[src/rtl/uart_tx_fifo_if.sv]
// Byte-write side of the UART transmitter: CPU write strobe/data in, free FIFO slots out.
interface uart_tx_fifo_if #(
    parameter int FIFO_DEPTH = 16
);
    logic                        wr_valid;
    logic [7:0]                  wr_data;
    logic [$clog2(FIFO_DEPTH):0] free_slots;

    modport master (output wr_valid, output wr_data, input free_slots);
    modport slave  (input wr_valid, input wr_data, output free_slots);
endinterface

[src/rtl/uart_tx_fifo.sv]
// Byte FIFO feeding an LSB-first 8N1 serialiser (8E1 when UART_TX_PARITY_EN is defined).
// Latency: byte written at edge E drives the start bit from E+1 when idle; frames run back to back.
// Backpressure: none; writes to a full FIFO are dropped unless a pop happens on the same edge.
module uart_tx_fifo #(
    parameter int CLOCKS_PER_BIT = 434,
    parameter int FIFO_DEPTH     = 16
) (
    input  logic          clock,
    input  logic          reset,
    uart_tx_fifo_if.slave wr,
    output logic          tx_busy,
    output logic          UART_TX
);
    localparam int AW = $clog2(FIFO_DEPTH);
    localparam int CW = AW + 1;
    localparam int BW = $clog2(CLOCKS_PER_BIT + 1);
    localparam logic [BW-1:0] BAUD_LOAD = BW'(CLOCKS_PER_BIT - 1);
    localparam logic [CW-1:0] DEPTH_C   = CW'(FIFO_DEPTH);

    typedef enum logic [2:0] {
        IDLE,
        START,
        DATA,
`ifdef UART_TX_PARITY_EN
        PARITY,
`endif
        STOP
    } state_t;

    logic [7:0]    mem [FIFO_DEPTH];
    logic [AW-1:0] rd_ptr, wr_ptr;
    logic [CW-1:0] count, count_nxt;
    state_t        state, state_nxt;
    logic [BW-1:0] baud, baud_nxt;
    logic [2:0]    bit_idx, bit_idx_nxt;
    logic [7:0]    shift, shift_nxt;
    logic          tx_nxt;
    logic          push, pop;
    logic [7:0]    head;

    assign head = mem[rd_ptr];

    // A pop on the same edge frees a slot, so a write into a full FIFO still lands.
    always_comb begin
        push      = wr.wr_valid && ((count != DEPTH_C) || pop);
        count_nxt = count;
        case ({push, pop})
            2'b10:   count_nxt = count + CW'(1);
            2'b01:   count_nxt = count - CW'(1);
            default: count_nxt = count;
        endcase
    end

    always_comb begin
        state_nxt   = state;
        baud_nxt    = baud;
        bit_idx_nxt = bit_idx;
        shift_nxt   = shift;
        tx_nxt      = UART_TX;
        pop         = 1'b0;
        case (state)
            IDLE: begin
                tx_nxt = 1'b1;
                if (count != '0) begin
                    pop       = 1'b1;
                    shift_nxt = head;
                    tx_nxt    = 1'b0;
                    baud_nxt  = BAUD_LOAD;
                    state_nxt = START;
                end
            end
            START: begin
                if (baud == '0) begin
                    state_nxt   = DATA;
                    bit_idx_nxt = 3'd0;
                    baud_nxt    = BAUD_LOAD;
                    tx_nxt      = shift[0];
                end else begin
                    baud_nxt = baud - BW'(1);
                end
            end
            DATA: begin
                if (baud == '0) begin
                    baud_nxt = BAUD_LOAD;
                    if (bit_idx == 3'd7) begin
`ifdef UART_TX_PARITY_EN
                        state_nxt = PARITY;
                        tx_nxt    = ^shift;
`else
                        state_nxt = STOP;
                        tx_nxt    = 1'b1;
`endif
                    end else begin
                        bit_idx_nxt = bit_idx + 3'd1;
                        tx_nxt      = shift[bit_idx + 3'd1];
                    end
                end else begin
                    baud_nxt = baud - BW'(1);
                end
            end
`ifdef UART_TX_PARITY_EN
            PARITY: begin
                if (baud == '0) begin
                    state_nxt = STOP;
                    baud_nxt  = BAUD_LOAD;
                    tx_nxt    = 1'b1;
                end else begin
                    baud_nxt = baud - BW'(1);
                end
            end
`endif
            STOP: begin
                // Chain straight into the next start bit so a stream has no idle gap.
                if (baud == '0) begin
                    if (count != '0) begin
                        pop       = 1'b1;
                        shift_nxt = head;
                        tx_nxt    = 1'b0;
                        baud_nxt  = BAUD_LOAD;
                        state_nxt = START;
                    end else begin
                        tx_nxt    = 1'b1;
                        state_nxt = IDLE;
                    end
                end else begin
                    baud_nxt = baud - BW'(1);
                end
            end
            default: begin
                tx_nxt    = 1'b1;
                state_nxt = IDLE;
            end
        endcase
    end

    always_ff @(posedge clock) begin
        if (reset) begin
            state         <= IDLE;
            baud          <= '0;
            bit_idx       <= '0;
            shift         <= '0;
            UART_TX       <= 1'b1;
            rd_ptr        <= '0;
            wr_ptr        <= '0;
            count         <= '0;
            wr.free_slots <= DEPTH_C;
            tx_busy       <= 1'b0;
        end else begin
            state         <= state_nxt;
            baud          <= baud_nxt;
            bit_idx       <= bit_idx_nxt;
            shift         <= shift_nxt;
            UART_TX       <= tx_nxt;
            count         <= count_nxt;
            wr.free_slots <= DEPTH_C - count_nxt;
            tx_busy       <= (state_nxt != IDLE) || (count_nxt != '0);
            if (push) wr_ptr <= wr_ptr + AW'(1);
            if (pop)  rd_ptr <= rd_ptr + AW'(1);
        end
    end

    always_ff @(posedge clock) begin
        if (push) mem[wr_ptr] <= wr.wr_data;
    end
endmodule

[src/flat_wrapper.sv]
// flat-port wrapper written by rule: the top's interface ports become plain ports
module uart_tx_fifo_flat 
#(
    parameter int CLOCKS_PER_BIT = 434,
    parameter int FIFO_DEPTH     = 16
)
  (clock, reset, tx_busy, UART_TX, wr_wr_valid, wr_wr_data, wr_free_slots);
  uart_tx_fifo_if #(.FIFO_DEPTH(FIFO_DEPTH)) wr_i ();
  input  logic clock;
  input  logic reset;
  output logic tx_busy;
  output logic UART_TX;
  input wire logic [$bits(wr_i.wr_valid)-1:0] wr_wr_valid;
  input wire logic [$bits(wr_i.wr_data)-1:0] wr_wr_data;
  output wire logic [$bits(wr_i.free_slots)-1:0] wr_free_slots;
  assign wr_i.wr_valid = wr_wr_valid;
  assign wr_i.wr_data = wr_wr_data;
  assign wr_free_slots = wr_i.free_slots;
  uart_tx_fifo #(.CLOCKS_PER_BIT(CLOCKS_PER_BIT), .FIFO_DEPTH(FIFO_DEPTH)) u_core (.clock(clock), .reset(reset), .wr(wr_i), .tx_busy(tx_busy), .UART_TX(UART_TX));
endmodule
[config.mk]
export PLATFORM = sky130hd
export DESIGN_NAME = uart_tx_fifo_flat
export DESIGN_NICKNAME = d
export VERILOG_FILES = /design/src/rtl/uart_tx_fifo_if.sv /design/src/rtl/uart_tx_fifo.sv /design/src/flat_wrapper.sv
export SDC_FILE = /design/constraint.sdc
export NUM_CORES = 1
export LEC_CHECK = 0
export CORE_ASPECT_RATIO = 1.25
export CORE_UTILIZATION = 55
export DETAILED_ROUTE_END_ITERATION = 6
export GPL_TIMING_DRIVEN = 0
export PLACE_DENSITY = 0.72
export SYNTH_ARGS = -nofsm -noshare
export SYNTH_HDL_FRONTEND = slang
export SYNTH_SLANG_ARGS = --single-unit
[constraint.sdc]
create_clock -name clock -period 5.57 [get_ports clock]
set_clock_uncertainty 0.05 [all_clocks]
set_input_delay 1.114 -clock clock [delete_from_list [all_inputs] [get_ports clock]]
set_output_delay 1.114 -clock clock [all_outputs]
set_load 0.02 [all_outputs]
## Word level (Yosys, flattened, before mapping)

Memories as Yosys holds them, arrays and structs flattened. A register that Yosys moved wholly into a read port is not among the register bits.
Index checks and enable logic that the tools add are counted.

- Register bits: 43
- RAM bits: 128
- Input bits: 11
- Output and inout port bits: 7
- Memories: 1

- $add $sub $neg: 7
- Order comparisons: 1
- Eq/ne operators: 11
- Mux-type cells: 34
- Reduce and logical (&&, ||, !) cells: 15

Memory list:

| memory | depth | width | rd ports | clocked after Yosys merged registers in | write ports | RTL line | RTL |
|---|---|---|---|---|---|---|---|
| u_core.mem | 16 | 8 | 1 | 1 | 1 | uart_tx_fifo.sv:30 | `logic [7:0] mem [FIFO_DEPTH];` |

Operators with widths:

| kind | number |
|---|---|
| two-way mux 9 bit | 3 |
| one-hot mux 9 bit (3 select lines) | 1 |
| two-way mux 3 bit | 8 |
| two-way mux 8 bit | 2 |
| one-hot mux 8 bit (2 select lines) | 1 |
| one-hot mux 3 bit (4 select lines) | 1 |
| two-way mux 1 bit | 11 |
| one-hot mux 5 bit (2 select lines) | 1 |
| nonzero test 5 bit | 2 |
| logical NOT 9 bit | 1 |
| subtractor 9 x 1 -> 9 bit, second input constant | 1 |
| adder 4 x 1 -> 4 bit, second input constant | 2 |
| two-way mux 4 bit | 2 |
| equality test 3 x 2 -> 1 bit, second input constant | 2 |
| != test 2 x 1 -> 1 bit, second input constant | 3 |
| one-hot mux 3 bit (2 select lines) | 1 |
| nonzero test 3 bit | 2 |
| adder 5 x 1 -> 5 bit, second input constant | 1 |
| != test 5 bit, second input constant | 1 |
| subtractor 5 x 1 -> 5 bit, second input constant | 1 |
| subtractor 5 bit, first input constant | 1 |
| < comparator 3 x 4 -> 1 bit, second input constant | 1 |
| one-hot mux 1 bit (4 select lines) | 1 |
| AND reduction 4 bit | 1 |
| 15 further kinds | 17 |

## Depth between registers and ports, before layout

Gate-level depths: netlist (run 1).

- Word-level depth: 10
- Mapped depth: 16
- Depth with buffers taken out: 16

## Worst setup path before layout (run 1)

No wires, ideal clock.

- Kind: register to register
- Start: reg u_core.baud[0]
- End: reg u_core.wr.free_slots[2]
- Library setup time: 0.095 ns
- Data arrival time: 2.837 ns
- Slack: 2.587 ns
- Cell stages (with the launch flop): 12
- Path buffers: 0
- Period minus slack after synthesis: 2.983 ns
- Cell sequence: dfxtp_1 -> inv_1 -> ha_1 -> nor4b_2 -> a31oi_2 -> nor3_2 -> nand2_2 -> fa_1 -> mux2_4 -> ha_1 -> or4_1 -> o311ai_1

- Word-level cells in the longest chain between the ends: 8
- Elaborated cells between the ends (all ways): 9
- Those cells by class: add/sub (1); eq/ne (2); mux (3); reduce/logical (3)

RTL lines:

| what | RTL line | RTL |
|---|---|---|
| start, declared | uart_tx_fifo.sv:34 | `logic [BW-1:0] baud, baud_nxt;` |
| start signal, assigned | uart_tx_fifo.sv:150 | `baud <= baud_nxt;` |
| logical NOT 9 bit * | uart_tx_fifo.sv:114 | `if (baud == '0) begin` |
| two-way mux 1 bit * | uart_tx_fifo.sv:114 |  |
| one-hot mux 1 bit (2 select lines) * | uart_tx_fifo.sv:61 | `case (state)` |
| logical OR 1 bit | uart_tx_fifo.sv:45 | `push = wr.wr_valid && ((count != DEPTH_C) \|\| pop);` |
| logical AND 1 bit | uart_tx_fifo.sv:45 |  |
| equality test 2 x 1 -> 1 bit / equality test 2 bit (equally long branches) | uart_tx_fifo.sv:47 | `case ({push, pop})` |
| one-hot mux 5 bit (2 select lines) * | uart_tx_fifo.sv:47 |  |
| subtractor 5 bit * | uart_tx_fifo.sv:155 | `wr.free_slots <= DEPTH_C - count_nxt;` |
| end signal, assigned | uart_tx_fifo.sv:155 |  |
| end, declared | uart_tx_fifo_if.sv:10 | `modport slave (input wr_valid, input wr_data, output free_slots);` |

Mark *: on every way between the ends. The rest lies on a longest branch, timed or not.
A chain may end at the register's enable or synchronous reset.

## Worst setup path after layout (run 1)

- Start: reg u_core.baud[0]
- End: mem u_core.mem[2][7] (enable)

- Word-level cells in the longest chain between the ends: 7

RTL lines:

| what | RTL line | RTL |
|---|---|---|
| logical NOT 9 bit | uart_tx_fifo.sv:114 |  |
| two-way mux 1 bit | uart_tx_fifo.sv:114 |  |
| one-hot mux 1 bit (2 select lines) | uart_tx_fifo.sv:61 |  |
| logical OR 1 bit | uart_tx_fifo.sv:45 |  |
| logical AND 1 bit | uart_tx_fifo.sv:45 |  |
| two-way mux 1 bit | uart_tx_fifo.sv:163 | `if (push) mem[wr_ptr] <= wr.wr_data;` |
| two-way mux 1 bit (not written as such) | uart_tx_fifo.sv:163 |  |
| end, declared | uart_tx_fifo.sv:30 |  |

No other way between the ends.

==> metrics.txt, run 1 <==
Routed Antenna Nets 0; final worst path period share 0.633; status completed; CP startpoint kind register; total iterations of the first detailed-routing run 5; endpoints failing hold 0; Yosys top cell by area edfxtp_1; Final setup viols 0; Distinct cells, synth 55; # H-tree levels 4; port bufs 16; Setup crit end kind register; CTS tree done; Initial Util 0.570; Max Clock Freq around 280 MHz; Total GRT Usage 0.235; initial antenna violation count 0; power density over the cells 492 mW/mm²; VDD IR max ~0.00036 V; Synth Register Bits 174; Synth Area in Adders 0.0268; CTS Hold Bufs 0; die area roughly 0.014 mm²; Layout area overhead 13.1%; Fillers between 900 and 1000; post-synthesis xor/xnor area fraction 0.0156; CTS Buf Count 17; number of flops mapped to enable cells by yosys 128; Syn Area/Cell 15.6 µm²; Vias per Instance approximately 6.1; CTS max path bufs 2; post-CTS sizing 0; wire per inst roughly 22 µm; design area 0.00823 mm²; setup TNS 0 ps; CP Max Fanout 8; Area contributors post-synth edfxtp_1 (53%), mux4_2 (13%), dfxtp_1 (13%); WP data arrival around 3500 ps; relative slew slack 0.155; core box area 0.0128 mm²; max-cap check violation count 0; Pwr Total 4.05 mW; RSZ-0062 raised after global routing false; FP Rows 46; Remaining DRCs 0; Compound-Gate Fraction of Synth Area 0.0452; RePlAce Congestion between 0.8 and 0.9; layout cells sized above 1 0.179; Cells after Synth about 470; Mapped Nets 493; latest clock arrival within the worst-skew pair 420 ps; CTS sink cnt 174; # nets final 528; fin. max-slew vios 0; synth warn 0; initial drt markers roughly 380; top_reg_cell synth edfxtp_1; vias around 4100; Synth async-reset ratio 0; first-pass GRT wire length roughly 23 mm; WL final around 15 mm; Synth top area share 0.528; WP data required roughly 5600 ps; vias in the first global route between 4000 and 5000; largest family of logic cells by synthesized area multiplexers; Tmin final 3530 ps; clock-pin slew on the worst setup and hold paths 60 ps; hpwl dp between 10 and 15 mm; root buf cell clkbuf_16; leak pwr 2.69 nW; io pins 18; Die Y-Extent 131 µm; Synth Area in Simple Gates 0.0871; Setup Fix Bufs, Post-CTS 0; grt ovf 0; multiplexer share of the synthesized area 0.149; Die Span X around 100 µm; worst slew pin tran between 1000 and 1500 ps; ant diodes 0; Placed Area about 0.0076 mm²; mapped cell area a little over 0.007 mm²; worst hold path type register to register; part of the Yosys area used for sequential elements 0.655; Setup CP Type register to register; largest net degree at the start of global routing 17
==> layout make-up <==
class,instances,area [µm²],share of cell area
buffer,26,123,0.0149
clock buffer,17,425,0.0517
clock inverter,15,158,0.0191
inverter,9,33.8,0.00410
multi-input combinational,258,2360,0.286
sequential,174,4760,0.579
tap,168,210,0.0255
timing repair buffer,16,160,0.0195
==> kinds of logic (layout without fill, tap and decap cells) <==
kind of cell    count (synthesis)  after routing
compound gates                 50             50
fa+ha+maj                      15             15
buf+inv                        35             83
mux                            55             55
simple gates                  124            124
other cells                     1              1
xor+xnor                       13             13
flops                         174            174
==> cells in the final DEF (no fill, tap or decap), drive strengths merged, types with 5 or more instances in the layout <==
cell             n
o21ai            5
a21oi           19
xnor2            7
clkbuf          31
a211oi           7
nor3            17
nand2b           9
ha              14
dfxtp           46
nor2            50
xor2             6
edfxtp         128
mux2i           11
buf             12
inv             16
nand2           16
mux4            42
nand3            6
clkdlybuf4s50   16
==> sequential cells by signal, summed over array words and instances (netlist names), named ones only <==
register	flops
u_core.wr.free_slots	5
u_core.count	4
u_core.mem	128
u_core.state	3
u_core.bit_idx	3
u_core.tx_busy	1
u_core.baud	9
u_core.rd_ptr	4
u_core.shift	8
u_core.wr_ptr	4
u_core.UART_TX	1
==> path summary, 6_finish.rpt <==
kind | from | endpoint | slack (ps) | depth (start not counted)
worst min-delay path | u_core.bit_idx[1] | u_core.bit_idx[1] | 410 | 2
worst max-delay path | u_core.baud[0] | u_core.mem[2][7] | 2040 | 9
worst min register to register | u_core.bit_idx[1] | u_core.bit_idx[1] | 410 | 2
worst max register to register | u_core.baud[0] | u_core.mem[2][7] | 2040 | 9
==> synth_stat cells (6+ instances only) <==
| library cell | number |
|---|---|
| inv_1 | 8 |
| nand2_1 | 15 |
| nand3_1 | 6 |
| nor2_1 | 49 |
| mux4_2 | 42 |
| nor3_1 | 16 |
| a21oi_1 | 19 |
| xnor2_1 | 7 |
| dfxtp_1 | 46 |
| xor2_1 | 6 |
| a211oi_1 | 7 |
| clkbuf_1 | 14 |
| nand2b_1 | 9 |
| ha_1 | 14 |
| edfxtp_1 | 128 |
| mux2i_1 | 11 |
==> critical path, stage by stage (launching register included) <==
cell and delay [ps]:
dfxtp_1 350, inv_1 90, ha_1 170, nor4b_2 320
a31oi_2 230, o211ai_1 360, and2_1 170, clkbuf_1 210
nand2_1 190, nor3_1 990
==> metal layers <==
layer | routed length (µm) | share of wire | global-route usage
met3 | 706 | 0.048 | 0.0561
met4 | 480 | 0.032 | 0.114
met5 | 0 | 0 | 0
met1 | 5560 | 0.37 | 0.257
met2 | 8110 | 0.55 | 0.434
==> per-stage QoR <==
stage               cells  setup WS (ps)  utilization  hold WS (ps)
floorplan             467           2590            -           386
CTS                   683           2040        0.644           416
finish                683           2040        0.644           413
global route          683           1780        0.644           434
global placement      651           1840        0.599           397
detailed placement    651           1820        0.599           407
==> power breakdown <==
| part | switching [mW] | total, mW | internal, mW |
|---|---|---|---|
| Clock | 0.501 | 1.17 | 0.667 |
| Combinational | 0.689 | 1.27 | 0.583 |
| Sequential | 0.0979 | 1.61 | 1.51 |
| Total | 1.29 | 4.05 | 2.76 |
Note: power is estimated with default switching activity, not from simulation.
==> run 2: changes to the inputs <==
--- a/config.mk
+++ b/config.mk
@@ -9,7 +9,7 @@
 export CORE_UTILIZATION = 55
 export DETAILED_ROUTE_END_ITERATION = 6
 export GPL_TIMING_DRIVEN = 0
-export PLACE_DENSITY = 0.72
+export PLACE_DENSITY = 0.75
 export SYNTH_ARGS = -nofsm -noshare
 export SYNTH_HDL_FRONTEND = slang
 export SYNTH_SLANG_ARGS = --single-unit
==> constraint.sdc (replaced) <==
create_clock -name clock -period 3.14 [get_ports clock]
set_clock_uncertainty 0.05 [all_clocks]
set_input_delay 0.628 -clock clock [delete_from_list [all_inputs] [get_ports clock]]
set_output_delay 0.628 -clock clock [all_outputs]
set_load 0.02 [all_outputs]
==> metrics.txt, run 2 (same netlist as run 1, synthesis figures left out) <==
Clk pwr share 0.285 (was 0.288); hpwl dp 9.85 mm (was 10.2 mm); hold_sp u_core.bit_idx[2] (was u_core.bit_idx[1]); most frequent cells in the layout edfxtp_1 (128), dfxtp_1 (44), mux4_2 (42) (was edfxtp_1 (128), nor2_1 (49), dfxtp_1 (46)); Place WS -450 ps (was 1820 ps); Reg-to-Reg Start u_core.wr.free_slots[0] (was u_core.baud[0]); first-pass GRT wire length 23.0 mm (was 22.9 mm); core box area 0.0128 mm² (unchanged); grt ovf 0 (unchanged); max-cap check violation count 0 (unchanged); crit path launch u_core.wr.free_slots[0] (was u_core.baud[0]); Worst R2R Path Depth 10 (was 9); Vias per Instance 6.00 (was 6.05); VDD IR max 0.000514 V (was 0.000362 V); layout cells sized above 1 0.237 (was 0.179); # H-tree levels 4 (unchanged); Setup CP Type register to register (unchanged); Tmin final 3100 ps (was 3530 ps); root buf cell clkbuf_16 (unchanged); register area 0.00477 mm² (was 0.00476 mm²); WL final 14.9 mm (about the same); leak pwr 2.76 nW (was 2.69 nW); worst path cell trace buf_6, nor4_2, nor2_1, a221oi_1, a21o_1, buf_6, mux2_4, ha_1, or4_1, o311ai_1 (was inv_1, ha_1, nor4b_2, a31oi_2, o211ai_1, and2_1, clkbuf_1, nand2_1, nor3_1); latest clock arrival within the worst-skew pair 430 ps (was 420 ps); total iterations of the first detailed-routing run 4 (was 5); RePlAce Congestion 0.836 (was 0.880); CP top delay family simple AND/OR/NAND/NOR gates (unchanged); CP Max Fanout 10 (was 8); # nets final 533 (was 528); CP startpoint kind register (unchanged); R2R setup slack 40 ps (was 2040 ps); area occupied by multi-input gates 0.00250 mm² (was 0.00236 mm²); port bufs 16 (unchanged); WP data required 3430 ps (was 5560 ps); placed insts 651 (unchanged); largest net degree at the start of global routing 17 (unchanged); worst slew pin tran 835 ps (was 1260 ps); Placed Area 0.00765 mm² (unchanged); status completed (unchanged); CTS tree done (unchanged); vias 4124 (was 4134); slowest stage cell, crit path or4_1 (was nor3_1); CP bufs+invs 2 (unchanged); top flop regs u_core.mem x128, u_core.baud x9, u_core.shift x8 (unchanged); Final setup viols 0 (unchanged); endpoints failing hold 0 (unchanged); Max Clock Freq 323 MHz (was 284 MHz); Die Span X 105 µm (unchanged); io pins 18 (unchanged); vias in the first global route 4253 (was 4164); Layout area overhead 15.9% (was 13.1%); CTS Buf Count 17 (unchanged); Biggest register u_core.mem (unchanged); max reg flops 128 (unchanged); clock-pin slew on the worst setup and hold paths 60 ps (about the same); Sw Pwr 2.35 mW (was 1.29 mW); RSZ-0062 raised after global routing true (was false); ant diodes 0 (unchanged); Comb pwr share 0.329 (was 0.314); worst hold path type register to register (unchanged); Remaining DRCs 0 (unchanged); Sw Share 0.314 (was 0.318); Total GRT Usage 0.235 (about the same); relative slew slack 0.441 (was 0.155); initial drt markers 329 (was 379); crit-path max cell delay 500 ps (was 990 ps); wire per inst 21.7 µm (was 21.8 µm); Die Y-Extent 131 µm (unchanged); CTS max path bufs 2 (unchanged); design area 0.00844 mm² (was 0.00823 mm²); Fillers 879 (was 938); Initial Util 0.570 (unchanged); Routed Antenna Nets 0 (unchanged); CTS sink cnt 174 (unchanged); Int Power 5.12 mW (was 2.76 mW); Setup crit end kind register (unchanged); Seq pwr share 0.386 (was 0.398); FP Rows 46 (unchanged); die area 0.0137 mm² (unchanged); most common cell after layout, fill and taps aside edfxtp_1 (unchanged); final worst path period share 0.986 (was 0.633); WP data arrival 3380 ps (was 3510 ps); fin. max-slew vios 0 (unchanged); worst setup margin 43.6 ps (was 2040 ps); power density over the cells 885 mW/mm² (was 492 mW/mm²); CTS Hold Bufs 0 (unchanged); Worst path depth 10 (was 9); Post-Layout Cell Count 687 (was 683); initial antenna violation count 0 (unchanged); critical path's most frequent cell buf_6; hold depth 2 (unchanged)
## run 2: cell types whose count changed in the layout (fill, tap and decap cells not counted), moves of 3 or more
cell    previous run  this run
nor3_1            16        12
nor2_1            49        41
ha_1              14        11
nor2_2             0         8
nor3_4             0         3
inv_6              7         4
buf_4              1         7
## run 2: worst register-to-register path: cells and delay by family, from the launching register on
kind | cells | cell delay (ps)
AO/OA/AOI/OAI | 3 | 750
adder cells (fa/ha/maj) | 1 | 230
buffers and inverters | 2 | 290
flip-flops | 1 | 330
multiplexers | 1 | 310
AND/OR/NAND/NOR | 3 | 1060
## run 2: layout make-up
| cell class | count | share of cell area |
|---|---|---|
| sequential | 174 | 0.565 |
| clock buffer | 19 | 0.0513 |
| clock inverter | 12 | 0.0188 |
| buffer | 25 | 0.0141 |
| tap | 168 | 0.0249 |
| timing repair buffer | 22 | 0.0243 |
| inverter | 9 | 0.00460 |
| multi-input combinational | 258 | 0.297 |
## run 2: per-layer routing
layer / share of wire / track usage / vias to the layer above / wire length [µm]
met3: 0.044 / 0.0570 / 39 / 655
met2: 0.55 / 0.437 / 125 / 8170
met5: 0 / 0 / - / 0
met1: 0.38 / 0.254 / 2076 / 5600
li1: - / - / 1884 / -
met4: 0.034 / 0.109 / 0 / 505
## run 2: worst paths after layout
path,endpoint
setup / recovery,u_core.wr.free_slots[2]
hold reg to reg,u_core.bit_idx[2]
hold / removal,u_core.bit_idx[2]
setup reg to reg,u_core.wr.free_slots[2]
## run 2: what timing repair did
action,in CTS,in global routing
pin swaps,2,6
setup endpoints to repair,84,99
resized for setup,14,23
setup buffers,2,4
## run 2: power groups by stage
stage	combinational, mW	clock, mW	sequential (mW)
5_1_grt	2.67	2.23	2.91
3_3_place_gp	2.15	0	2.88
6_report	2.46	2.13	2.88
4_1_cts	2.34	2.14	2.85
2_1_floorplan	1.65	0	2.89
3_5_place_dp	2.23	0	2.90
## run 2: per-stage QoR
stage / power (mW) / hold slack, ps / TNS, ps / utilization
finish: 7.47 / 408 / 0 / 0.660
global route: 7.80 / 435 / -1460 / 0.660
CTS: 7.34 / 411 / -546 / 0.652
detailed placement: 5.13 / 403 / -13650 / 0.599
global placement: 5.04 / 400 / -9600 / 0.599
floorplan: 4.54 / 386 / 0 / -
